--- src/rtl/scratchpad_pkg.sv ---
`default_nettype none
// ============================================================================
//  Module   : scratchpad_pkg
//  Purpose  : Shared definitions for the scratchpad and its sequencers:
//             default width constants and the read-controller state encoding.
//  Ports    : none (package)
//  Revision : 1.0 - initial release
// ============================================================================
package scratchpad_pkg;

   // Default geometry shared with the scratchpad storage itself
   localparam int SP_DATA_WIDTH = 16;
   localparam int SP_ADDR_WIDTH = 4;
   localparam int SP_DEPTH      = 16;

   // Read-controller state encoding
   localparam logic [1:0] IDLE   = 2'd0;
   localparam logic [1:0] STREAM = 2'd1;
   localparam logic [1:0] DRAIN  = 2'd2;
   localparam logic [1:0] FINISH = 2'd3;

   typedef enum logic [1:0] {
      S_IDLE   = IDLE,
      S_STREAM = STREAM,
      S_DRAIN  = DRAIN,
      S_FINISH = FINISH
   } rd_state_t;

endpackage : scratchpad_pkg
`default_nettype wire

--- src/rtl/scratchpad_addr_wrap.sv ---
`default_nettype none
// ============================================================================
//  Module   : scratchpad_addr_wrap
//  Purpose  : Combinational modulo-DEPTH address step: next = (addr+inc) mod
//             DEPTH, valid for addr < DEPTH and inc < DEPTH.
//  Ports    : addr      in  ADDR_WIDTH  current address
//             inc       in  ADDR_WIDTH  increment
//             next_addr out ADDR_WIDTH  wrapped next address
//  Revision : 1.0 - initial release
// ============================================================================
module scratchpad_addr_wrap
   import scratchpad_pkg::*;
#(
   parameter int ADDR_WIDTH = SP_ADDR_WIDTH,
   parameter int DEPTH      = SP_DEPTH
) (
   input  logic [ADDR_WIDTH-1:0] addr,
   input  logic [ADDR_WIDTH-1:0] inc,
   output logic [ADDR_WIDTH-1:0] next_addr
);

   localparam logic [ADDR_WIDTH:0] c_DEPTH = (ADDR_WIDTH+1)'(DEPTH);

   // One extra bit so addr+inc cannot overflow before the wrap compare
   logic [ADDR_WIDTH:0] w_sum;

   assign w_sum     = {1'b0, addr} + {1'b0, inc};
   assign next_addr = (w_sum >= c_DEPTH) ? ADDR_WIDTH'(w_sum - c_DEPTH)
                                         : ADDR_WIDTH'(w_sum);

endmodule : scratchpad_addr_wrap
`default_nettype wire

--- src/rtl/scratchpad_stream_reader.sv ---
`default_nettype none
// ============================================================================
//  Module   : scratchpad_stream_reader
//  Purpose  : Read-side controller for the register-type scratchpad. Sweeps
//             raddr over a programmed burst (wrapping at DEPTH), registers the
//             combinational read data and presents it as a valid/ready stream.
//  Config   : SCRATCHPAD_READER_STRIDE_EN - adds the stride port; otherwise
//             the address increment is the constant 1.
//  Ports    : clk, rst (async, active high)
//             start, start_addr, len, [stride]  - burst command
//             raddr, rdata                      - scratchpad read port
//             out_data, out_valid, out_ready    - output stream
//             busy, done                        - status
//  Revision : 1.0 - initial release
// ============================================================================
module scratchpad_stream_reader
   import scratchpad_pkg::*;
#(
   parameter int DATA_WIDTH = SP_DATA_WIDTH,
   parameter int ADDR_WIDTH = SP_ADDR_WIDTH,
   parameter int DEPTH      = SP_DEPTH,
   parameter int LEN_WIDTH  = ADDR_WIDTH + 1
) (
   input  logic                  clk,
   input  logic                  rst,
   input  logic                  start,
   input  logic [ADDR_WIDTH-1:0] start_addr,
   input  logic [LEN_WIDTH-1:0]  len,
`ifdef SCRATCHPAD_READER_STRIDE_EN
   input  logic [ADDR_WIDTH-1:0] stride,
`endif
   output logic [ADDR_WIDTH-1:0] raddr,
   input  logic [DATA_WIDTH-1:0] rdata,
   output logic [DATA_WIDTH-1:0] out_data,
   output logic                  out_valid,
   input  logic                  out_ready,
   output logic                  busy,
   output logic                  done
);

   rd_state_t             r_state;
   logic [ADDR_WIDTH-1:0] r_addr;
   logic [LEN_WIDTH-1:0]  r_remaining;
   logic [DATA_WIDTH-1:0] r_out_data;
   logic                  r_out_valid;
   logic                  r_busy;
   logic                  r_done;

   logic [ADDR_WIDTH-1:0] w_inc;
   logic [ADDR_WIDTH-1:0] w_next_addr;
   logic                  w_load;

`ifdef SCRATCHPAD_READER_STRIDE_EN
   assign w_inc = stride;
`else
   assign w_inc = ADDR_WIDTH'(1);
`endif

   scratchpad_addr_wrap #(
      .ADDR_WIDTH (ADDR_WIDTH),
      .DEPTH      (DEPTH)
   ) u_addr_wrap (
      .addr      (r_addr),
      .inc       (w_inc),
      .next_addr (w_next_addr)
   );

   // Output register may take a new word when empty or being drained this cycle
   assign w_load = (r_state == S_STREAM) && (!r_out_valid || out_ready);

   always_ff @(posedge clk or posedge rst) begin
      if (rst) begin
         r_state     <= S_IDLE;
         r_addr      <= '0;
         r_remaining <= '0;
         r_out_data  <= '0;
         r_out_valid <= 1'b0;
         r_busy      <= 1'b0;
         r_done      <= 1'b0;
      end else begin
         case (r_state)
            S_IDLE: begin
               if (start) begin
                  r_busy <= 1'b1;
                  if (len != '0) begin
                     r_addr      <= start_addr;
                     r_remaining <= len;
                     r_state     <= S_STREAM;
                  end else begin
                     r_state <= S_FINISH;
                  end
               end
            end
            S_STREAM: begin
               if (w_load) begin
                  r_out_data  <= rdata;
                  r_out_valid <= 1'b1;
                  r_addr      <= w_next_addr;
                  r_remaining <= r_remaining - LEN_WIDTH'(1);
                  if (r_remaining == LEN_WIDTH'(1)) begin
                     r_state <= S_DRAIN;
                  end
               end
            end
            S_DRAIN: begin
               if (r_out_valid && out_ready) begin
                  r_out_valid <= 1'b0;
                  r_done      <= 1'b1;
                  r_state     <= S_FINISH;
               end
            end
            S_FINISH: begin
               // Arrival from DRAIN already raised done. An empty burst
               // arrives with done low and spends one extra cycle here, so
               // done lands one cycle after the command edge.
               if (r_done) begin
                  r_done  <= 1'b0;
                  r_busy  <= 1'b0;
                  r_state <= S_IDLE;
               end else begin
                  r_done <= 1'b1;
               end
            end
            default: begin
               r_state <= S_IDLE;
            end
         endcase
      end
   end

   assign raddr     = r_addr;
   assign out_data  = r_out_data;
   assign out_valid = r_out_valid;
   assign busy      = r_busy;
   assign done      = r_done;

endmodule : scratchpad_stream_reader
`default_nettype wire
--- config.mk ---
export PLATFORM = sky130hd
export DESIGN_NAME = scratchpad_stream_reader
export DESIGN_NICKNAME = d
export VERILOG_FILES = /design/src/rtl/scratchpad_pkg.sv /design/src/rtl/scratchpad_addr_wrap.sv /design/src/rtl/scratchpad_stream_reader.sv
export SDC_FILE = /design/constraint.sdc
export NUM_CORES = 1
export LEC_CHECK = 0
export CORE_ASPECT_RATIO = 1.5
export CORE_MARGIN = 2
export CORE_UTILIZATION = 35
export DETAILED_ROUTE_END_ITERATION = 7
export PLACE_DENSITY = 0.7
export SYNTH_ARGS = -nofsm -noshare
export SYNTH_HDL_FRONTEND = slang
export SYNTH_HIERARCHICAL = 1
export SYNTH_SLANG_ARGS = --single-unit
export TNS_END_PERCENT = 10
--- constraint.sdc ---
create_clock -name clk -period 4.12 [get_ports clk]
set_input_delay 1.03 -clock clk [delete_from_list [all_inputs] [get_ports clk]]
set_output_delay 1.03 -clock clk [all_outputs]
set_load 0.01 [all_outputs]
# Yosys cells after proc, flatten, opt, wreduce, memory -nomap -nowiden
# Index checks and enable logic that the tools add are counted.
[totals]
word_cells = 62
regBits = 30
output_inout_bits = 23
input_bits = 29
[classes]
eq_ne = 10
muxes = 25
order_cmp = 1
addsub = 3
n_reduce_logical = 16
[ops]
columns = ["cell", "n"]
rows = [
  ["2-to-1 mux 4 bit", 4],
  ["2-to-1 mux 5 bit", 3],
  ["2-to-1 mux 2 bit", 6],
  ["inequality test 2 bit (second input constant)", 5],
  ["one-hot mux 5 bit (2 select lines)", 1],
  ["one-hot mux 2 bit (4 select lines)", 1],
  ["one-hot mux 4 bit (2 select lines)", 1],
  ["nonzero test 2 bit", 4],
  ["2-to-1 mux 1 bit", 6],
  ["one-hot mux 1 bit (2 select lines)", 3],
  ["AND reduction 3 bit", 2],
  ["adder 4 x 1 -> 5 bit (second input constant)", 1],
  ["equality test 5 x 1 -> 1 bit (second input constant)", 1],
  ["greater-or-equal comparator 5 bit (second input constant)", 1],
  ["AND reduction 5 bit", 1],
  ["nonzero test 5 bit", 1],
  ["subtractor 5 x 1 -> 5 bit (second input constant)", 1],
  ["equality test 2 bit (second input constant)", 2],
  ["AND reduction 2 bit", 2],
  ["AND reduction 4 bit", 1],
  ["subtractor 4 x 1 -> 4 bit (second input constant)", 1],
  ["equality test 2 x 1 -> 1 bit (second input constant)", 1],
  ["logical AND 1 bit", 2],
  ["zero test 2 bit", 1],
  ["other kinds (3)", 3],
]

# Longest topological paths before layout
# Gate-level depths: netlist of the first run.
[logic_depth]
depth_word = 5
mapped_depth = 7

# Hierarchy
# The synthesis of the first run kept the hierarchy.
[by_module_without_submodules]
columns = ["mod", "n_inst", "seq_area_each_um2", "cells_per_inst", "area_per_inst_um2"]
rows = [
  ["scratchpad_stream_reader", 1, 750.7, 134, 1492.7],
  ["scratchpad_addr_wrap", 1, 0.0, 9, 100.1],
]

# Least setup slack after synthesis of the first run
# Ideal clock, no wire load.
[synth_path]
path_kind = "in2reg"
from = "input out_ready"
to = "register r_out_data[10], in the netlist out_data[10]"
path_buffers = 2
arrival_time_ns = 1.933
path_slack_ns = 2.059
path_stages = 5
cell_sequence = "nor2b_2 > nand2b_1 > buf_2 > buf_4 > mux2_1"
[synth_via]
elab_chain_len = 3
[synth_lines]
columns = ["item", "line_no", "source"]
rows = [
  ["start, declared", "scratchpad_stream_reader.sv:36", "input logic out_ready,"],
  ["logical OR 1 bit", "scratchpad_stream_reader.sv:69", "assign w_load = (r_state == S_STREAM) && (!r_out_valid || out_ready);"],
  ["logical AND 1 bit", "scratchpad_stream_reader.sv:69", ""],
  ["AND reduction 2 bit (no line)", "-", ""],
  ["end signal, assigned", "scratchpad_stream_reader.sv:96", "r_out_data <= rdata;"],
  ["end, declared", "scratchpad_stream_reader.sv:44", "logic [DATA_WIDTH-1:0] r_out_data;"],
]
# No other way between the ends.
# A chain may end at the register's enable or synchronous reset.

# Worst setup path after layout of the first run
[layout_path]
from = "input len[0]"
to = "register r_remaining[3]"
[layout_via]
elab_chain_len = 3
[layout_lines]
columns = ["item", "line_no", "source"]
rows = [
  ["start, declared", "scratchpad_stream_reader.sv:28", "input logic [LEN_WIDTH-1:0] len,"],
  ["nonzero test 5 bit", "scratchpad_stream_reader.sv:85", "if (len != '0) begin"],
  ["inequality test 2 bit (no line)", "-", ""],
  ["AND reduction 4 bit (no line)", "-", ""],
  ["end signal, assigned", "scratchpad_stream_reader.sv:87", "r_remaining <= len;"],
  ["end signal, assigned", "scratchpad_stream_reader.sv:99", "r_remaining <= r_remaining - LEN_WIDTH'(1);"],
  ["end, declared", "scratchpad_stream_reader.sv:43", "logic [LEN_WIDTH-1:0] r_remaining;"],
]
# No other way between the ends.

==> reports/results.tsv, run 1 <==
metric	value	unit
status	completed	
setup_violations	0	
synth_warnings	6	
worst_slack	1.51	ns
synth_area	0.00159	mm2
fmax	383	MHz
cp_slowest_cell	clkdlybuf4s50_1	
start_kind	input port	
fillCellCount	413	
ir_drop	0.000307	V
crit_chain	clkdlybuf4s50_1, nor3_1, nand3_1, and2_1, o221a_2	
vias_per_cell	4.92	
synth_top_area_cell	dfrtp_1	
finalHoldViolations	0	
antenna_cells	0	
hp-class	flop to flop	
finalMaxSlewViolations	0	
cpPeakStageDelay	0.42	ns
crit_required	4.29	ns
critPathKind	input port to flop	
synth_top_family_by_area	multiplexers	
timing.hold.ws	0.489	ns
first_global_vias	1220	
pin_count	52	
cts_num_sinks	30	
power_leakage	0.978	nW
drc	0	
syn2layout_area_growth	41.6	%
wl_per_cell	13.7	um
synth_top_area_share	47.1	%
cts_max_path_buffers	2	
maxCapViolCount	0	
core	0.00447	mm2
grt_pass1_wl	5.82	mm
cp_top_family	simple AND/OR/NAND/NOR gates	
critPathArrivalTime	2.78	ns
numCtsBuffers	5	
rows	30	
grt_overflow_total	0	
synthCells	143	
synth_edf_count	0	
rsz0062_at_grt	no	
synth_cell_type_count	37	
clk_pin_slew	0.06	ns
synth_simple_gate_area_share	10.4	%
hold_buffers	0	
synth_compound_area_share	11.9	%
power.total	1.73	mW
vias	1225	
antenna_found_initial	0	
async_flop_share	100	%
die_area	0.00512	mm2
hpwl	2.63	mm
io_buffers	51	
synth_area_per_cell	11.1	um2
tightest_slew	0.767	ns
ant_nets	0	
slew_headroom	48.9	%
period_share	63.3	%
synthMostInstantiatedCell	dfrtp_1	
synth_commonest_cells	30 x dfrtp_1, 16 x mux2_1, 13 x a21oi_1	
nets	240	
synth_xor_area_share	1.65	%
drt_pre_antenna_iters	4	
fin_worst_skew	0.00395	ns
synth_adder_area_share	9.11	%
wl	3.41	mm
h-tree-depth	2	
fp.dieW	59.1	um
cts_setup_buffers	0	
clk_latency	0.28	ns
synth_ff_type	dfrtp_1	
die_height	86.6	um
setup_tns	0	ns
cts_tree	done	
drive_gt1_share	8.96	%
finalCriticalPeriod	2.61	ns
endpoint_kind	flop	
seq_area_frac_synth	47.1	%
synthMuxAreaShare	15.4	%
synth-seq-cells	30	
p_per_area	768	mW/mm2
synthTopCellsByArea	dfrtp_1 47%, mux2_1 11%, ha_1 7.9%	
root_buffer	clkbuf_8	
dp_slack	1.24	ns
cts_resized	0	
grt_max_degree	20	
initial_core_util	35.7	%
critPathMaxFanout	11	
gp_congestion	0.761	
drt_iter0_drc	27	
path_buf_inv	1	
grtUsageTotal	15.2	%
[cell type report]
cell class | count | area [um2] | share of cell area (%)
inverter | 9 | 33.8 | 1.50
clock inverter | 2 | 12.5 | 0.555
clock buffer | 6 | 82.6 | 3.66
tap | 48 | 60.1 | 2.66
sequential | 30 | 751 | 33.3
timing repair buffer | 53 | 526 | 23.3
multi-input combinational | 101 | 790 | 35.0
[placed cells by master (no fill, tap or decap), drive strengths merged, types with 3 or more instances in the layout]
cell type / instances
clkdlybuf4s50: 51
dfrtp: 30
mux2: 17
a21oi: 15
ha: 10
inv: 9
o21ai: 8
nor2: 6
clkbuf: 6
nand2: 5
mux2i: 5
conb: 5
nand3: 5
nor3: 3
[kinds of logic (layout without fill, tap and decap cells)]
logic type / Yosys count / in the layout
muxes: 22 / 22
xor gates and xnor gates: 3 / 3
other: 2 / 5
buffers and inverters: 15 / 70
and+or+nand+nor: 29 / 29
DFF: 30 / 30
adders and majority gates: 11 / 11
AOI/OAI and AO/OA: 31 / 31
[path summary, 6_finish.rpt]
path | end | slack (ns) | from | cells past startpoint
min reg2reg | out_data[4]$_DFFE_PP0P_ | 0.49 | out_data[4]$_DFFE_PP0P_ | 1
max | r_remaining[3]$_DFFE_PP0P_ | 1.51 | len[0] | 5
min in group asynchronous | out_data[0]$_DFFE_PP0P_ | 1.06 | rst | 2
max reg2reg | out_data[12]$_DFFE_PP0P_ | 1.80 | r_state[1]$_DFFE_PP0P_ | 4
min | out_data[4]$_DFFE_PP0P_ | 0.49 | out_data[4]$_DFFE_PP0P_ | 1
max in group asynchronous | r_state[1]$_DFFE_PP0P_ | 2.43 | rst | 3
[state kept, by name, summed over array words and instances, names as in the netlist]
signal	cells
done	1
raddr	4
out_valid	1
r_remaining	5
r_state	2
busy	1
out_data	16
[through the flow]
stage	util, %	instance area, um2	instances
finish	50.5	2250	249
CTS	50.5	2250	249
global placement	48.3	2160	241
floorplan	-	1600	146
detailed placement	48.3	2160	241
global route	50.5	2250	249
[where the power goes]
| group | switching, mW | internal, mW |
|---|---|---|
| clock | 0.115 | 0.134 |
| sequential | 0.107 | 0.450 |
| combinational | 0.429 | 0.497 |
[routing by layer]
metal / part of all wire [%] / global-route usage [%]
met5: 0 / 0
met4: 1.9 / 6.61
met3: 3.3 / 4.18
met2: 53 / 24.8
met1: 42 / 18.4
(Power assumes the default switching activity.)
==> run 2: changes to the inputs <==
--- a/config.mk
+++ b/config.mk
@@ -9,7 +9,7 @@
 export CORE_MARGIN = 2
 export CORE_UTILIZATION = 35
 export DETAILED_ROUTE_END_ITERATION = 7
-export PLACE_DENSITY = 0.7
+export PLACE_DENSITY = 0.72
 export SYNTH_ARGS = -nofsm -noshare
 export SYNTH_HDL_FRONTEND = slang
 export SYNTH_HIERARCHICAL = 1
==> constraint.sdc (replaced) <==
create_clock -name clk -period 2.09 [get_ports clk]
set_input_delay 0.5225 -clock clk [delete_from_list [all_inputs] [get_ports clk]]
set_output_delay 0.5225 -clock clk [all_outputs]
set_load 0.01 [all_outputs]
==> run 2 against run 1 <==
Power is 120% higher. Clock skew fell by 0.0012 ns. Sequential power increased by 94%. Die area is the same. Global-route usage rose by 1.0 points. Setup slack worse by 1.3 ns. Combinational power grew 110%. Largest cell class unchanged. Largest power group unchanged.
==> reports/results.tsv, run 2 (synthesis gave the netlist of run 1 again) <==
metric	value	unit	change
clk_latency	0.28	ns	about the same
comb_power_share	52.0	%	-1.5 points
vias_per_cell	5.04		+2.3%
dp_slack	-0.00621	ns	-1.25 ns
cell_internal_pwr	2.48	mW	+130%
netSwitchingPower	1.31	mW	+100%
rsz0062_at_grt	no		
hp-class	flop to flop		
core	0.00447	mm2	unchanged
syn2layout_area_growth	48.6	%	
wl	3.56	mm	+4.4%
clk_pin_slew	0.06	ns	about the same
critPathKind	flop to flop		
largest_reg_flops	16		unchanged
critPathArrivalTime	2.06	ns	-0.72 ns
crit_required	2.25	ns	-2.04 ns
setup_tns	0	ns	unchanged
finalCriticalPeriod	1.90	ns	
period_share	90.8	%	
top_layer_used	met4		
hpwl	2.66	mm	+0.84%
cts_max_path_buffers	2		unchanged
cts_resized	0		unchanged
status	completed		
drc	0		unchanged
wl_met1	1.43	mm	-0.62%
power_leakage	1.04	nW	+6.5%
rows	30		unchanged
maxCapViolCount	0		unchanged
grt_pass1_wl	6.13	mm	+5.3%
cts_num_sinks	30		unchanged
initial_core_util	35.7	%	unchanged
wl_per_cell	13.9	um	+1.5%
route.met2.wl	1.89	mm	+5.5%
die_area	0.00512	mm2	unchanged
grt_max_degree	17		-15%
antenna_found_initial	0		unchanged
netSwitchingFraction	34.6	%	-3.0 points
cts_setup_buffers	0		unchanged
drt_iter0_drc	45		+67%
gp_congestion	0.770		+1.1%
pin_count	52		unchanged
vias	1289		+5.2%
clock_power_share	19.4	%	+5.0 points
nets	247		+2.9%
final_common_cell	clkdlybuf4s50_1		
grtUsageTotal	16.2	%	+1.0 points
layout_common_cells	51 x clkdlybuf4s50_1, 30 x dfrtp_1, 16 x mux2_1, 13 x a21oi_1, 10 x ha_1		
wl_met3	130	um	+15%
root_buffer	clkbuf_8		
worst_slack	0.193	ns	-1.32 ns
p_seq_share	28.6	%	-3.5 points
drive_gt1_share	12.0	%	+3.1 points
fmax	527	MHz	
p_per_area	1600	mW/mm2	+110%
critPathMaxFanout	8		-3
drt_pre_antenna_iters	4		unchanged
antenna_cells	0		unchanged
fin_worst_skew	0.00272	ns	-0.00123 ns
hold_buffers	0		unchanged
h-tree-depth	2		unchanged
io_buffers	51		unchanged
fillCellCount	393		-4.8%
die_height	86.6	um	unchanged
first_global_vias	1352		+11%
finalHoldViolations	0		unchanged
grt_overflow_total	0		unchanged
endpoint_kind	flop		
fp.dieW	59.1	um	unchanged
power.total	3.79	mW	+120%
finalMaxSlewViolations	0		unchanged
start_kind	flop		
numCtsBuffers	5		unchanged
setup_violations	0		unchanged
ir_drop	0.000636	V	+110%
cts_tree	done		
ant_nets	0		unchanged
[run 2: per-layer routing]
layer,track usage [%],vias to the layer above
li1,-,624
met1,17.9,622
met2,27.6,35
met3,3.73,8
met4,9.50,0
met5,0,-
[run 2: worst paths after layout]
check / from / to / slack, ns / depth (start not counted)
max in group asynchronous: rst / r_remaining[3]$_DFFE_PP0P_ / 1.02 / 3
worst max-delay path: r_state[1]$_DFFE_PP0P_ / r_remaining[2]$_DFFE_PP0P_ / 0.19 / 8
worst max register to register: r_state[1]$_DFFE_PP0P_ / r_remaining[2]$_DFFE_PP0P_ / 0.19 / 8
worst min-delay path: out_data[9]$_DFFE_PP0P_ / out_data[9]$_DFFE_PP0P_ / 0.49 / 1
min in group asynchronous: rst / out_data[11]$_DFFE_PP0P_ / 0.55 / 2
worst min register to register: out_data[9]$_DFFE_PP0P_ / out_data[9]$_DFFE_PP0P_ / 0.49 / 1
[run 2: power groups by stage]
| stage | registers (mW) | logic [mW] | clock network (mW) |
|---|---|---|---|
| 3_3_place_gp | 1.09 | 1.95 | 0 |
| 6_report | 1.08 | 1.97 | 0.734 |
| 3_5_place_dp | 1.10 | 1.97 | 0 |
| 2_1_floorplan | 1.18 | 1.05 | 0 |
| 5_1_grt | 1.13 | 2.18 | 0.773 |
| 4_1_cts | 1.09 | 1.99 | 0.754 |
[run 2: cell type report]
cell class                      count  area (um2)  area share, %
Inverter                            9        33.8           1.43
Sequential cell                    30         751           31.7
Multi-Input combinational cell    101         790           33.4
Tap cell                           48        60.1           2.54
Timing Repair Buffer               60         591           24.9
Clock inverter                      2        60.1           2.54
Clock buffer                        6        82.6           3.49
[run 2: stage by stage]
step	hold slack [ns]	cell area, um2	util, %	cells
after floorplan	0.513	1600	-	146
after global placement	0.473	2220	49.8	248
after detailed placement	0.481	2220	49.8	248
after CTS	0.496	2370	53.0	256
after global routing	0.508	2370	53.0	256
final	0.489	2370	53.0	256
[run 2: worst max-delay path, stage by stage (launching register included)]
cell and delay [ns]:
dfrtp_1 0.40, inv_1 0.10, ha_1 0.25, and2b_1 0.20, a211oi_1 0.20, buf_4 0.20
and2_1 0.19, buf_4 0.15, o211ai_1 0.08
==> run 3: changes to the inputs <==
--- a/config.mk
+++ b/config.mk
@@ -6,7 +6,7 @@
 export NUM_CORES = 1
 export LEC_CHECK = 0
 export CORE_ASPECT_RATIO = 1.5
-export CORE_MARGIN = 2
+export CORE_MARGIN = 5
 export CORE_UTILIZATION = 35
 export DETAILED_ROUTE_END_ITERATION = 7
 export PLACE_DENSITY = 0.72
==> run 3 against run 2 <==
Critical path depth unchanged. Fmax fell by 0.89%. Via count barely moved. Count of clock-buffer cells in the layout decreased by 1. Register-to-register slack worse by 0.02 ns. Combinational power is essentially flat. Clock power down 42%. Clock skew about the same. Final area decreased by 2.7%. Critical endpoint unchanged. Largest power group unchanged.
==> reports/results.tsv, run 3 (synthesis gave the netlist of run 1 again) <==
metric	value	unit	change
fmax	523	MHz	-0.89%
hold_buffers	0		unchanged
vias	1288		-0.078%
cts_max_path_buffers	2		unchanged
drc	0		unchanged
hp-class	flop to flop		
core	0.00447	mm2	unchanged
reg2regPathDepth	8		unchanged
initial_core_util	35.7	%	unchanged
clk_pin_slew	0.06	ns	about the same
ir_drop	0.000695	V	+9.2%
cts_resized	0		unchanged
p_per_area	1520	mW/mm2	-5.2%
nets	247		unchanged
clk_latency	0.27	ns	about the same
ant_nets	0		unchanged
multi_input_area	790	um2	unchanged
critPathMostFrequentCell	buf_4		
cts_setup_buffers	0		unchanged
endpoint_kind	flop		
dp_cells	248		unchanged
layout_common_cells	51 x clkdlybuf4s50_1, 30 x dfrtp_1, 16 x mux2_1, 13 x a21oi_1, 10 x ha_1		
io_buffers	51		unchanged
timing.hold.ws	0.489	ns	+0.0000810 ns
holdCritStartpoint	out_data[4]$_DFFE_PP0P_		
grt_max_degree	31		+14
holdPathEnd	out_data[4]$_DFFE_PP0P_		
antenna_cells	0		unchanged
drt_pre_antenna_iters	4		unchanged
start_kind	flop		
finalMaxSlewViolations	0		unchanged
largest_reg_flops	16		unchanged
vias_per_cell	5.05		+0.31%
worst_slack	0.176	ns	-0.0171 ns
finalCriticalPeriod	1.91	ns	+0.0171 ns
crit_required	2.24	ns	about the same
die_height	92.6	um	+6.9%
wl_per_cell	14.0	um	+0.73%
root_buffer	clkbuf_8		
finalHoldViolations	0		unchanged
fin_worst_skew	0.00256	ns	-0.000157 ns
cts_num_sinks	30		unchanged
first_global_vias	1395		+3.2%
status	completed		
numCtsBuffers	5		unchanged
rows	30		unchanged
pin_count	52		unchanged
critPathMaxFanout	8		unchanged
drt_iter0_drc	26		-42%
h-tree-depth	2		unchanged
power_leakage	1.01	nW	-2.6%
fillCellCount	414		+5.3%
fp.dieW	65.1	um	+10%
syn2layout_area_growth	44.6	%	
rsz0062_at_grt	no		
period_share	91.6	%	+0.82 points
crit_chain	inv_1, ha_1, and2b_1, a211oi_1, buf_4, and2_1, buf_4, o211ai_1		
cp_top_family	buffers and inverters		
gp_congestion	0.843		+9.5%
hold_depth	1		unchanged
path_buf_inv	3		unchanged
layout.cells.non_filler	255		-0.39%
cp_slowest_cell	dfrtp_1		
dp_slack	-0.0207	ns	-0.0145 ns
maxCapViolCount	0		unchanged
critPathArrivalTime	2.06	ns	about the same
antenna_found_initial	0		unchanged
rr_startpoint	r_state[0]$_DFFE_PP0P_		
grtUsageTotal	13.3	%	-2.9 points
layout.area.seq	751	um2	unchanged
cpPeakStageDelay	0.38	ns	-0.02 ns
drive_gt1_share	11.6	%	-0.43 points
final_common_cell	clkdlybuf4s50_1		
die_area	0.00603	mm2	+18%
setup_tns	0	ns	unchanged
critPathKind	flop to flop		
wl	3.57	mm	+0.34%
setup_violations	0		unchanged
cts_tree	done		
r2r_end	r_remaining[2]$_DFFE_PP0P_		
grt_overflow_total	0		unchanged
regToRegSetupSlack	0.18	ns	-0.02 ns
grt_pass1_wl	6.27	mm	+2.1%
hpwl	2.69	mm	+1.5%
run 3: through the flow:
step / total power [mW] / utilization (%) / cell area [um2]
finish: 3.49 / 51.6 / 2300
global route: 3.80 / 51.6 / 2300
CTS: 3.55 / 51.6 / 2300
detailed placement: 3.10 / 49.8 / 2220
global placement: 3.06 / 49.8 / 2220
floorplan: 2.22 / - / 1600
run 3: layout make-up:
type,instances,share of cell area [%]
Multi-Input combinational cell,101,34.3
Clock inverter,2,0.435
Inverter,9,1.47
Sequential cell,30,32.6
Timing Repair Buffer,60,25.6
Tap cell,48,2.61
Clock buffer,5,2.99
run 3: worst max-delay path by stage:
stage | start | endpoint | slack (ns) | cells after the start
after global placement | out_ready | r_remaining[2]$_DFFE_PP0P_ | 0.009 | 7
final | r_state[0]$_DFFE_PP0P_ | r_remaining[2]$_DFFE_PP0P_ | 0.18 | 8
after CTS | r_state[0]$_DFFE_PP0P_ | r_remaining[2]$_DFFE_PP0P_ | 0.19 | 8
after global routing | r_state[0]$_DFFE_PP0P_ | r_remaining[2]$_DFFE_PP0P_ | 0.06 | 8
after detailed placement | out_ready | r_remaining[2]$_DFFE_PP0P_ | -0.02 | 7
after floorplan | r_remaining[1]$_DFFE_PP0P_ | r_state[1]$_DFFE_PP0P_ | 0.45 | 6
run 3: per-layer routing:
layer | part of all wire, % | track usage, %
met5 | 0 | 0
met2 | 53 | 23.8
met3 | 4.9 | 3.28
met4 | 1.7 | 5.88
met1 | 41 | 14.4
run 3: power by group:
part           switching, mW  leakage, nW  internal (mW)  total [mW]
combinational          0.890        0.624           1.09        1.98
clock                  0.205       0.0438          0.223       0.428
sequential             0.199        0.346          0.887        1.09
